--- src/rtl/ssd_pkg.sv ---
// Shared constants for the seven-segment frame scanner: segment codes,
// blank code and the ghost-guard length.
package ssd_pkg;

  // Active-low cathode patterns in {a,b,c,d,e,f,g} order, indexed by hex value.
  localparam logic [6:0] SEG_CODE [16] = '{
    7'b0000001,  // 0
    7'b1001111,  // 1
    7'b0010010,  // 2
    7'b0000110,  // 3
    7'b1001100,  // 4
    7'b0100100,  // 5
    7'b0100000,  // 6
    7'b0001111,  // 7
    7'b0000000,  // 8
    7'b0000100,  // 9
    7'b0001000,  // A
    7'b1100000,  // b
    7'b0110001,  // C
    7'b1000010,  // d
    7'b0110000,  // E
    7'b0111000   // F
  };

  localparam logic [6:0]  SEG_BLANK = 7'b1111111;
  localparam int unsigned GHOST_LEN = 4;

endpackage

--- src/rtl/ssd_hex_decoder.sv ---
// Combinational hex-to-seven-segment decoder, active-low outputs.
module ssd_hex_decoder
  import ssd_pkg::*;
(
  input  logic [3:0] hex,
  output logic [6:0] seg
);

  always_comb begin
    seg = SEG_CODE[hex];
  end

endmodule

--- src/rtl/ssd_frame_scanner.sv ---
// Multiplexed seven-segment scanner with double-buffered, tear-free frames.
// Define SSD_DP_EN to add the per-digit decimal-point input DpIn.
module ssd_frame_scanner
  import ssd_pkg::*;
#(
  parameter int NUM_DIGITS = 8,
  parameter int PRESCALE_W = 18
) (
  input  logic                    Clk,
  input  logic                    Reset_n,
  input  logic                    Load,
  output logic                    Ready,
  input  logic [4*NUM_DIGITS-1:0] Digits,
  input  logic [NUM_DIGITS-1:0]   DigitEn,
  input  logic                    LzbEn,
`ifdef SSD_DP_EN
  input  logic [NUM_DIGITS-1:0]   DpIn,
`endif
  output logic [NUM_DIGITS-1:0]   An,
  output logic [6:0]              Cath,
  output logic                    Dp,
  output logic                    FrameDone
);

  localparam int IDX_W = (NUM_DIGITS > 1) ? $clog2(NUM_DIGITS) : 1;
  localparam logic [IDX_W-1:0] LAST_IDX = IDX_W'(NUM_DIGITS - 1);

  logic [PRESCALE_W-1:0]   presc_q, presc_d;
  logic [IDX_W-1:0]        idx_q, idx_d;
  logic                    pend_full_q, pend_full_d;
  logic [4*NUM_DIGITS-1:0] pend_digits_q, pend_digits_d;
  logic [NUM_DIGITS-1:0]   pend_en_q, pend_en_d;
  logic                    pend_lzb_q, pend_lzb_d;
  logic [4*NUM_DIGITS-1:0] disp_digits_q, disp_digits_d;
  logic [NUM_DIGITS-1:0]   disp_en_q, disp_en_d;
  logic                    disp_lzb_q, disp_lzb_d;
  logic [NUM_DIGITS-1:0]   an_q, an_d;
  logic [6:0]              cath_q, cath_d;
`ifdef SSD_DP_EN
  logic [NUM_DIGITS-1:0]   pend_dp_q, pend_dp_d;
  logic [NUM_DIGITS-1:0]   disp_dp_q, disp_dp_d;
  logic                    dp_q, dp_d;
`endif

  logic                    slot_end;
  logic                    boundary;
  logic                    accept;
  logic                    guard;
  logic                    lit;
  logic [3:0]              cur_hex;
  logic [6:0]              cur_seg;
  logic [3:0]              nib [NUM_DIGITS];
  logic [NUM_DIGITS:1]     zero_from;
  logic [NUM_DIGITS-1:0]   blank;

  assign slot_end = &presc_q;
  assign boundary = slot_end && (idx_q == LAST_IDX);
  assign accept   = Load && !pend_full_q;
  assign guard    = (32'(presc_q) < GHOST_LEN);

  // zero_from[k]: every nibble from k up to the leftmost digit is zero.
  assign zero_from[NUM_DIGITS] = 1'b1;

  for (genvar gi = 0; gi < NUM_DIGITS; gi++) begin : g_digit
    assign nib[gi] = disp_digits_q[4*gi +: 4];
    if (gi == 0) begin : g_first
      assign blank[gi] = 1'b0;
    end else begin : g_upper
      assign zero_from[gi] = (nib[gi] == 4'd0) && zero_from[gi+1];
      assign blank[gi]     = disp_lzb_q && zero_from[gi];
    end
  end

  assign cur_hex = nib[idx_q];
  assign lit     = !guard && disp_en_q[idx_q] && !blank[idx_q];

  ssd_hex_decoder u_dec (
    .hex (cur_hex),
    .seg (cur_seg)
  );

  always_comb begin
    presc_d       = presc_q + PRESCALE_W'(1);
    idx_d         = idx_q;
    pend_full_d   = pend_full_q;
    pend_digits_d = pend_digits_q;
    pend_en_d     = pend_en_q;
    pend_lzb_d    = pend_lzb_q;
    disp_digits_d = disp_digits_q;
    disp_en_d     = disp_en_q;
    disp_lzb_d    = disp_lzb_q;
`ifdef SSD_DP_EN
    pend_dp_d     = pend_dp_q;
    disp_dp_d     = disp_dp_q;
`endif

    if (slot_end) begin
      idx_d = (idx_q == LAST_IDX) ? '0 : idx_q + IDX_W'(1);
    end

    // Display only ever changes here, so a frame is never mixed.
    if (boundary) begin
      if (pend_full_q) begin
        disp_digits_d = pend_digits_q;
        disp_en_d     = pend_en_q;
        disp_lzb_d    = pend_lzb_q;
`ifdef SSD_DP_EN
        disp_dp_d     = pend_dp_q;
`endif
        pend_full_d   = 1'b0;
      end else if (Load) begin
        disp_digits_d = Digits;
        disp_en_d     = DigitEn;
        disp_lzb_d    = LzbEn;
`ifdef SSD_DP_EN
        disp_dp_d     = DpIn;
`endif
      end
    end else if (accept) begin
      pend_digits_d = Digits;
      pend_en_d     = DigitEn;
      pend_lzb_d    = LzbEn;
`ifdef SSD_DP_EN
      pend_dp_d     = DpIn;
`endif
      pend_full_d   = 1'b1;
    end

    an_d   = lit ? ~(NUM_DIGITS'(1) << idx_q) : '1;
    cath_d = lit ? cur_seg : SEG_BLANK;
`ifdef SSD_DP_EN
    dp_d   = lit ? ~disp_dp_q[idx_q] : 1'b1;
`endif
  end

  always_ff @(posedge Clk or negedge Reset_n) begin
    if (!Reset_n) begin
      presc_q       <= '0;
      idx_q         <= '0;
      pend_full_q   <= 1'b0;
      pend_digits_q <= '0;
      pend_en_q     <= '0;
      pend_lzb_q    <= 1'b0;
      disp_digits_q <= '0;
      disp_en_q     <= '1;
      disp_lzb_q    <= 1'b1;
      an_q          <= '1;
      cath_q        <= SEG_BLANK;
`ifdef SSD_DP_EN
      pend_dp_q     <= '0;
      disp_dp_q     <= '0;
      dp_q          <= 1'b1;
`endif
    end else begin
      presc_q       <= presc_d;
      idx_q         <= idx_d;
      pend_full_q   <= pend_full_d;
      pend_digits_q <= pend_digits_d;
      pend_en_q     <= pend_en_d;
      pend_lzb_q    <= pend_lzb_d;
      disp_digits_q <= disp_digits_d;
      disp_en_q     <= disp_en_d;
      disp_lzb_q    <= disp_lzb_d;
      an_q          <= an_d;
      cath_q        <= cath_d;
`ifdef SSD_DP_EN
      pend_dp_q     <= pend_dp_d;
      disp_dp_q     <= disp_dp_d;
      dp_q          <= dp_d;
`endif
    end
  end

  assign Ready     = !pend_full_q;
  assign FrameDone = boundary;
  assign An        = an_q;
  assign Cath      = cath_q;
`ifdef SSD_DP_EN
  assign Dp        = dp_q;
`else
  assign Dp        = 1'b1;
`endif

endmodule

--- config.mk ---
export PLATFORM = sky130hd
export DESIGN_NAME = ssd_frame_scanner
export DESIGN_NICKNAME = d
export VERILOG_FILES = /design/src/rtl/ssd_pkg.sv /design/src/rtl/ssd_hex_decoder.sv /design/src/rtl/ssd_frame_scanner.sv
export SDC_FILE = /design/constraint.sdc
export NUM_CORES = 1
export LEC_CHECK = 0
export ABC_AREA = 1
export BUFFER_PORTS_ARGS = -buffer_cell sky130_fd_sc_hd__buf_4
export CAP_MARGIN = 20
export CELL_PAD_IN_SITES_DETAIL_PLACEMENT = 1
export CELL_PAD_IN_SITES_GLOBAL_PLACEMENT = 2
export CORE_ASPECT_RATIO = 1.75
export CORE_UTILIZATION = 30
export CTS_CLUSTER_DIAMETER = 120
export DETAILED_ROUTE_END_ITERATION = 10
export PLACE_DENSITY_LB_ADDON = 0.1
export SLEW_MARGIN = 25
export SYNTH_ARGS = -nofsm -noshare
export SYNTH_HDL_FRONTEND = slang
export SYNTH_HIERARCHICAL = 1
export SYNTH_SLANG_ARGS = --single-unit
--- constraint.sdc ---
create_clock -name Clk -period 3.49 [get_ports Clk]
set_input_delay 0.698 -clock Clk [delete_from_list [all_inputs] [get_ports Clk]]
set_output_delay 0.698 -clock Clk [all_outputs]
set_load 0.005 [all_outputs]
# After elaboration in Yosys (flattened, before gate mapping)
# Memory sizes are Yosys's and may differ from the RTL's.
# Index checks and enable logic that the tools add are counted.
dict set report totals {
  ff_bits 119
  romBits 112
  word_cells 76
  inputBits 44
  output_inout_bits 18
  memories 1
}
dict set report op_classes {
  n_lt_le_gt_ge 4
  shift 1
  bitwise 4
  n_mux 20
  n_reduce_logical 32
  n_eq_ne 1
  n_addsub 2
}
# memory words word_bits read_ports rd_clocked_by_memory_dff write_ports line
set mem_list {}
lappend mem_list {{(no name shown)} 16 7 1 0 0 ssd_hex_decoder.sv:10} ;# seg = SEG_CODE[hex];
# operator n
set op_table {}
lappend op_table {{$mux 32} 2}
lappend op_table {{$logic_not 4->1} 7}
lappend op_table {{$mux 8} 3}
lappend op_table {{$mux 7} 3}
lappend op_table {{$add 18x1->18 const B} 1}
lappend op_table {{$lt 18x3->1 const B} 1}
lappend op_table {{$reduce_and 18->1} 1}
lappend op_table {{$logic_and 1x1->1} 17}
lappend op_table {{$bmux 4 s3} 1}
lappend op_table {{$mux 4} 2}
lappend op_table {{$not 8->8} 1}
lappend op_table {{$shl 1x3->8 const A} 1}
lappend op_table {{$bmux 1 s3} 2}
lappend op_table {{$mux 1} 6}
lappend op_table {{$ge 5x5->1 const B} 1}
lappend op_table {{$not 4->5} 1}
lappend op_table {{$ge 4x4->1 const B} 1}
lappend op_table {{$lt 3x4->1 const B} 1}
lappend op_table {{$not 3->4} 1}
lappend op_table {{$reduce_and 2->1} 2}
lappend op_table {{$reduce_bool 2->1} 2}
lappend op_table {{$add 3x1->3 const B} 1}
lappend op_table {{$eq 3x3->1 const B} 1}
lappend op_table {{$logic_not 1->1} 3}
lappend op_table {{2 further kinds} 2}

# Logic depth before layout (Yosys ltp)
dict set report logic_depth {
  ltp_word 13
  ltp_mapped 15
  ltp_nobuf 13
}

# Cells and area by module
# The synthesis kept the hierarchy.
# mod cells_per_inst instances area_per_inst_um2 seq_area_each_um2
set modules_own_cells {}
lappend modules_own_cells {ssd_frame_scanner 796 1 6015.8 3007.9}
lappend modules_own_cells {ssd_hex_decoder 49 1 269.0 0.0}

# Worst setup path after synthesis
# OpenSTA, ideal clock, no wires.
dict set report synth_timing {
  kind {flip-flop to flip-flop}
  startpoint {reg idx_q[0]}
  endpoint {reg cath_q[3] (netlist: Cath[3])}
  t_arrival_ps 2086
  required_ps 3426
  path_buffers 2
  stages_incl_launch_ff 15
  setup_time_ps 64
  path_slack_ps 1340
  period_less_slack_ps 2150
  path_cell_list {dfrtp_1 > inv_2 > buf_2 > buf_1 > nor2_1 > o22ai_1 > nand2_1 > nand2_1 > inv_1 > ha_1 > nand2_1 > nand3_1 > nand2_1 > inv_1 > nand3_1}
}
dict set report synth_between {
  elab_chain_cells 9
}
# element line
set synth_rtl {}
lappend synth_rtl {{start, declared} ssd_frame_scanner.sv:29} ;# logic [IDX_W-1:0] idx_q, idx_d;
lappend synth_rtl {{start signal, assigned} ssd_frame_scanner.sv:156} ;# idx_q <= idx_d;
lappend synth_rtl {{$not 3->4 (not written as such)} ssd_frame_scanner.sv:74} ;# assign cur_hex = nib[idx_q];
lappend synth_rtl {{$bmux 4 s3} ssd_frame_scanner.sv:74}
lappend synth_rtl {{$mux 4 (not written as such) (2 in series)} ssd_frame_scanner.sv:74}
lappend synth_rtl {{via cur_hex[0]} ssd_frame_scanner.sv:50} ;# logic [3:0] cur_hex;
lappend synth_rtl {{$not 4->5 (not written as such)} ssd_hex_decoder.sv:10}
lappend synth_rtl {{$mem_v2 16x7} --}
lappend synth_rtl {{$mux 7 (not written as such) (2 in series)} ssd_hex_decoder.sv:10}
lappend synth_rtl {{via cur_seg[3]} ssd_frame_scanner.sv:51} ;# logic [6:0] cur_seg;
lappend synth_rtl {{$mux 7} ssd_frame_scanner.sv:130} ;# cath_d = lit ? cur_seg : SEG_BLANK;
lappend synth_rtl {{via cath_d[3]} ssd_frame_scanner.sv:38} ;# logic [6:0] cath_q, cath_d;
lappend synth_rtl {{end signal, assigned} ssd_frame_scanner.sv:165} ;# cath_q <= cath_d;
lappend synth_rtl {{end, declared} ssd_frame_scanner.sv:38}
# The timed path passes the listed nets, and every way through them passes these cells. The select of a mux whose other input is x is not followed.
# A chain may end at the register's enable or synchronous reset.

# Worst setup path in the final report
dict set report layout_timing {
  startpoint {reg idx_q[1]}
  endpoint {out FrameDone}
}
dict set report layout_between {
  elab_chain_cells 2
}
# element line
set layout_rtl {}
lappend layout_rtl {{$eq 3x3->1} ssd_frame_scanner.sv:57} ;# assign boundary = slot_end && (idx_q == LAST_IDX);
lappend layout_rtl {{$logic_and 1x1->1} ssd_frame_scanner.sv:57}
lappend layout_rtl {{end, declared} ssd_frame_scanner.sv:22} ;# output logic FrameDone
# Every way passes these cells.

==> results.json <==
{
  "dpl_cell_area_um2": 6880,
  "synthSimpleGateAreaFrac_pct": 37.9,
  "fin_nets": 947,
  "cts.sinks": 119,
  "crit_type": "flop to output port",
  "area.sequential_um2": 3010,
  "grt_first_pass_wirelength_mm": 30.6,
  "fin_skew_ps": 10.8,
  "cts_tree": "built",
  "rr_endpoint": "pend_digits_q[24]",
  "ff2ff_path_depth": 6,
  "dr_total_vias": 5527,
  "avgViaCountPerCell": 4.81,
  "synth-compound-area-share_pct": 2.85,
  "die_y_um": 193,
  "synth_area_leaders": "dfrtp_1, nand2_1, dfstp_2",
  "grt_pass1_vias": 6048,
  "setup.worst_path.start": "idx_q[1]",
  "pin_count": 62,
  "power_mw": 3.34,
  "rrSetupSlack_ps": 830,
  "cts_setup_buffers": 0,
  "synth.avg_cell_area_um2": 7.44,
  "cts-root-buf": "clkbuf_16",
  "post-synth-top-area-cell": "dfrtp_1",
  "slew_violations": 0,
  "core_um2": 20500,
  "tightest_slew_ps": 623,
  "start_util_pct": 30.7,
  "synth_edf_count": 0,
  "cts_buffers": 17,
  "synth_top_family_by_area": "simple AND/OR/NAND/NOR gates",
  "ys_ff_latch": 119,
  "drc_errors": 8,
  "syn-cell-area_um2": 6280,
  "vdd_drop_max_v": 0.000279,
  "p_leak_nw": 3.96,
  "status": "finished, violations left",
  "setup_violations": 0,
  "rows": 69,
  "clk_pin_slew_ps": 60,
  "crit_family": "flip-flops",
  "antenna_found_initial": 0,
  "powerDensity_nw_per_um2": 446,
  "dieArea_um2": 21600,
  "crit_buf_inv": 2,
  "grt_max_degree": 102,
  "drive_gt1_share_pct": 15.2,
  "synthArstFlopShare_pct": 100,
  "drt-total-wl_mm": 17.7,
  "area_growth_pct": 19.0,
  "cp-start-kind": "flop",
  "final_cell_mix": "nand2_1, nand3_1, dfrtp_1",
  "cts_buffer_depth": 2,
  "multi_input_area_um2": 2880,
  "die_w_um": 111,
  "crit_slowest_cell": "dfrtp_1",
  "synth_mux_area_share_pct": 0,
  "r2r-start": "idx_q[1]",
  "crit_chain": "ha_1 > ha_1 > inv_1 > nor3_1 > buf_4",
  "h-tree-depth": 4,
  "dr.pass1.iters": 7,
  "max_slew_margin_pct": 58.4,
  "critical_path_arrival_ps": 2250,
  "drv_cap": 0,
  "hpwl_mm": 12.3,
  "cp_common_cell": "ha_1",
  "cp_max_fo": 18,
  "min_period_ps": 2950,
  "cp.required_ps": 2790,
  "period_share_pct": 84.4,
  "ctsResizeCount": 0,
  "max_freq_mhz": 339,
  "violations": "DRC",
  "syn-num-nets": 903,
  "hp-class": "input port to async pin",
  "yosysWarnings": 6,
  "fin_tns_setup_ps": 0,
  "n_antenna_cell": 0,
  "postCtsHoldBufs": 0,
  "wire_per_inst_um": 15.4,
  "grt_usage_pct": 18.0,
  "fin_area_um2": 7480,
  "synth_top_area_share_pct": 37.8,
  "port_buffers": 60,
  "ys_seq_area_share_pct": 47.9,
  "gp_congestion": 0.743,
  "synthXorXnorAreaFrac_pct": 2.09,
  "antenna_left": 0,
  "drt_first_iter_violations": 189,
  "synth_cells": 845,
  "n_fill_cell": 2524,
  "end_kind": "output port",
  "slowest_delay_ps": 690,
  "rsz0062_at_grt": "no",
  "synth_flop_cell": "dfrtp_1",
  "hold_viol": 0,
  "grt.overflow.total": 0,
  "yosys.cell_types.count": 31,
  "clk_latency_ps": 430,
  "synthAdderAreaFrac_pct": 2.79,
  "final_common_cell": "nand2_1"
}
[synth_stat cells, types with 2 or more instances]
cell type and count:
nand4_1 3, nor3_1 3, nor2_1 62, inv_2 6, xor2_1 9, buf_4 5, nor2_4 2, a21oi_1 4
nand2_1 377, o22ai_1 7, buf_6 5, nand3_2 3, clkbuf_1 19, nand3_1 116, dfrtp_1 95, buf_2 14
xnor2_1 6, dfstp_2 24, o21ai_0 22, nand2_2 2, inv_1 37, ha_1 14, nand3b_1 2
[area by class of cell]
cell class	instances	share of cell area [%]
Inverter	44	2.21
Clock inverter	3	0.535
Timing Repair Buffer	69	7.36
Sequential cell	119	40.2
Multi-Input combinational cell	638	38.4
Tap cell	248	4.15
Clock buffer	29	7.09
[per-layer routing]
metal,routed length (µm),track usage (%),up-vias,share of wire (%)
met1,7630,20.8,2709,43
met5,0,0,-,0
met4,278,6.31,0,1.6
met3,378,3.32,21,2.1
met2,9390,32.7,59,53
li1,-,-,2738,-
[power by group]
group / total [mW] / switching (mW) / internal (mW)
sequential: 1.47 / 0.0300 / 1.44
clock: 1.69 / 0.603 / 1.09
combinational: 0.178 / 0.101 / 0.0772
[cells by family after synthesis]
logic type / Yosys count
AOI/OAI and AO/OA: 34
xor gates and xnor gates: 15
adders and majority gates: 14
buffers and inverters: 88
DFF: 119
other: 1
and+or+nand+nor: 574
[through the flow]
| step | util [%] | hold slack (ps) | std cells | setup slack [ps] |
|---|---|---|---|---|
| 4_1_cts | 36.4 | 153 | 1149 | 492 |
| 5_1_grt | 36.6 | 166 | 1150 | 381 |
| 3_3_place_gp | 33.6 | 453 | 1117 | 966 |
| 2_1_floorplan | - | 402 | 845 | 1340 |
| 3_5_place_dp | 33.6 | 459 | 1117 | 788 |
| 6_report | 36.6 | 156 | 1150 | 543 |
[state kept, by name, summed over array words and instances (netlist names)]
| signal | count |
|---|---|
| disp_digits_q | 32 |
| pend_digits_q | 32 |
| presc_q | 18 |
| An | 8 |
| disp_en_q | 8 |
| pend_en_q | 8 |
| Cath | 7 |
| idx_q | 3 |
| disp_lzb_q | 1 |
| pend_full_q | 1 |
| pend_lzb_q | 1 |
[worst max path at each step]
stage,end,slack (ps),depth (start not counted)
5_1_grt,FrameDone,380,5
2_1_floorplan,Cath[3],1340,14
3_5_place_dp,pend_digits_q[24],790,6
3_3_place_gp,disp_digits_q[20],970,6
6_report,FrameDone,540,5
4_1_cts,FrameDone,490,5
No activity file was read; power rests on OpenSTA's default activity.
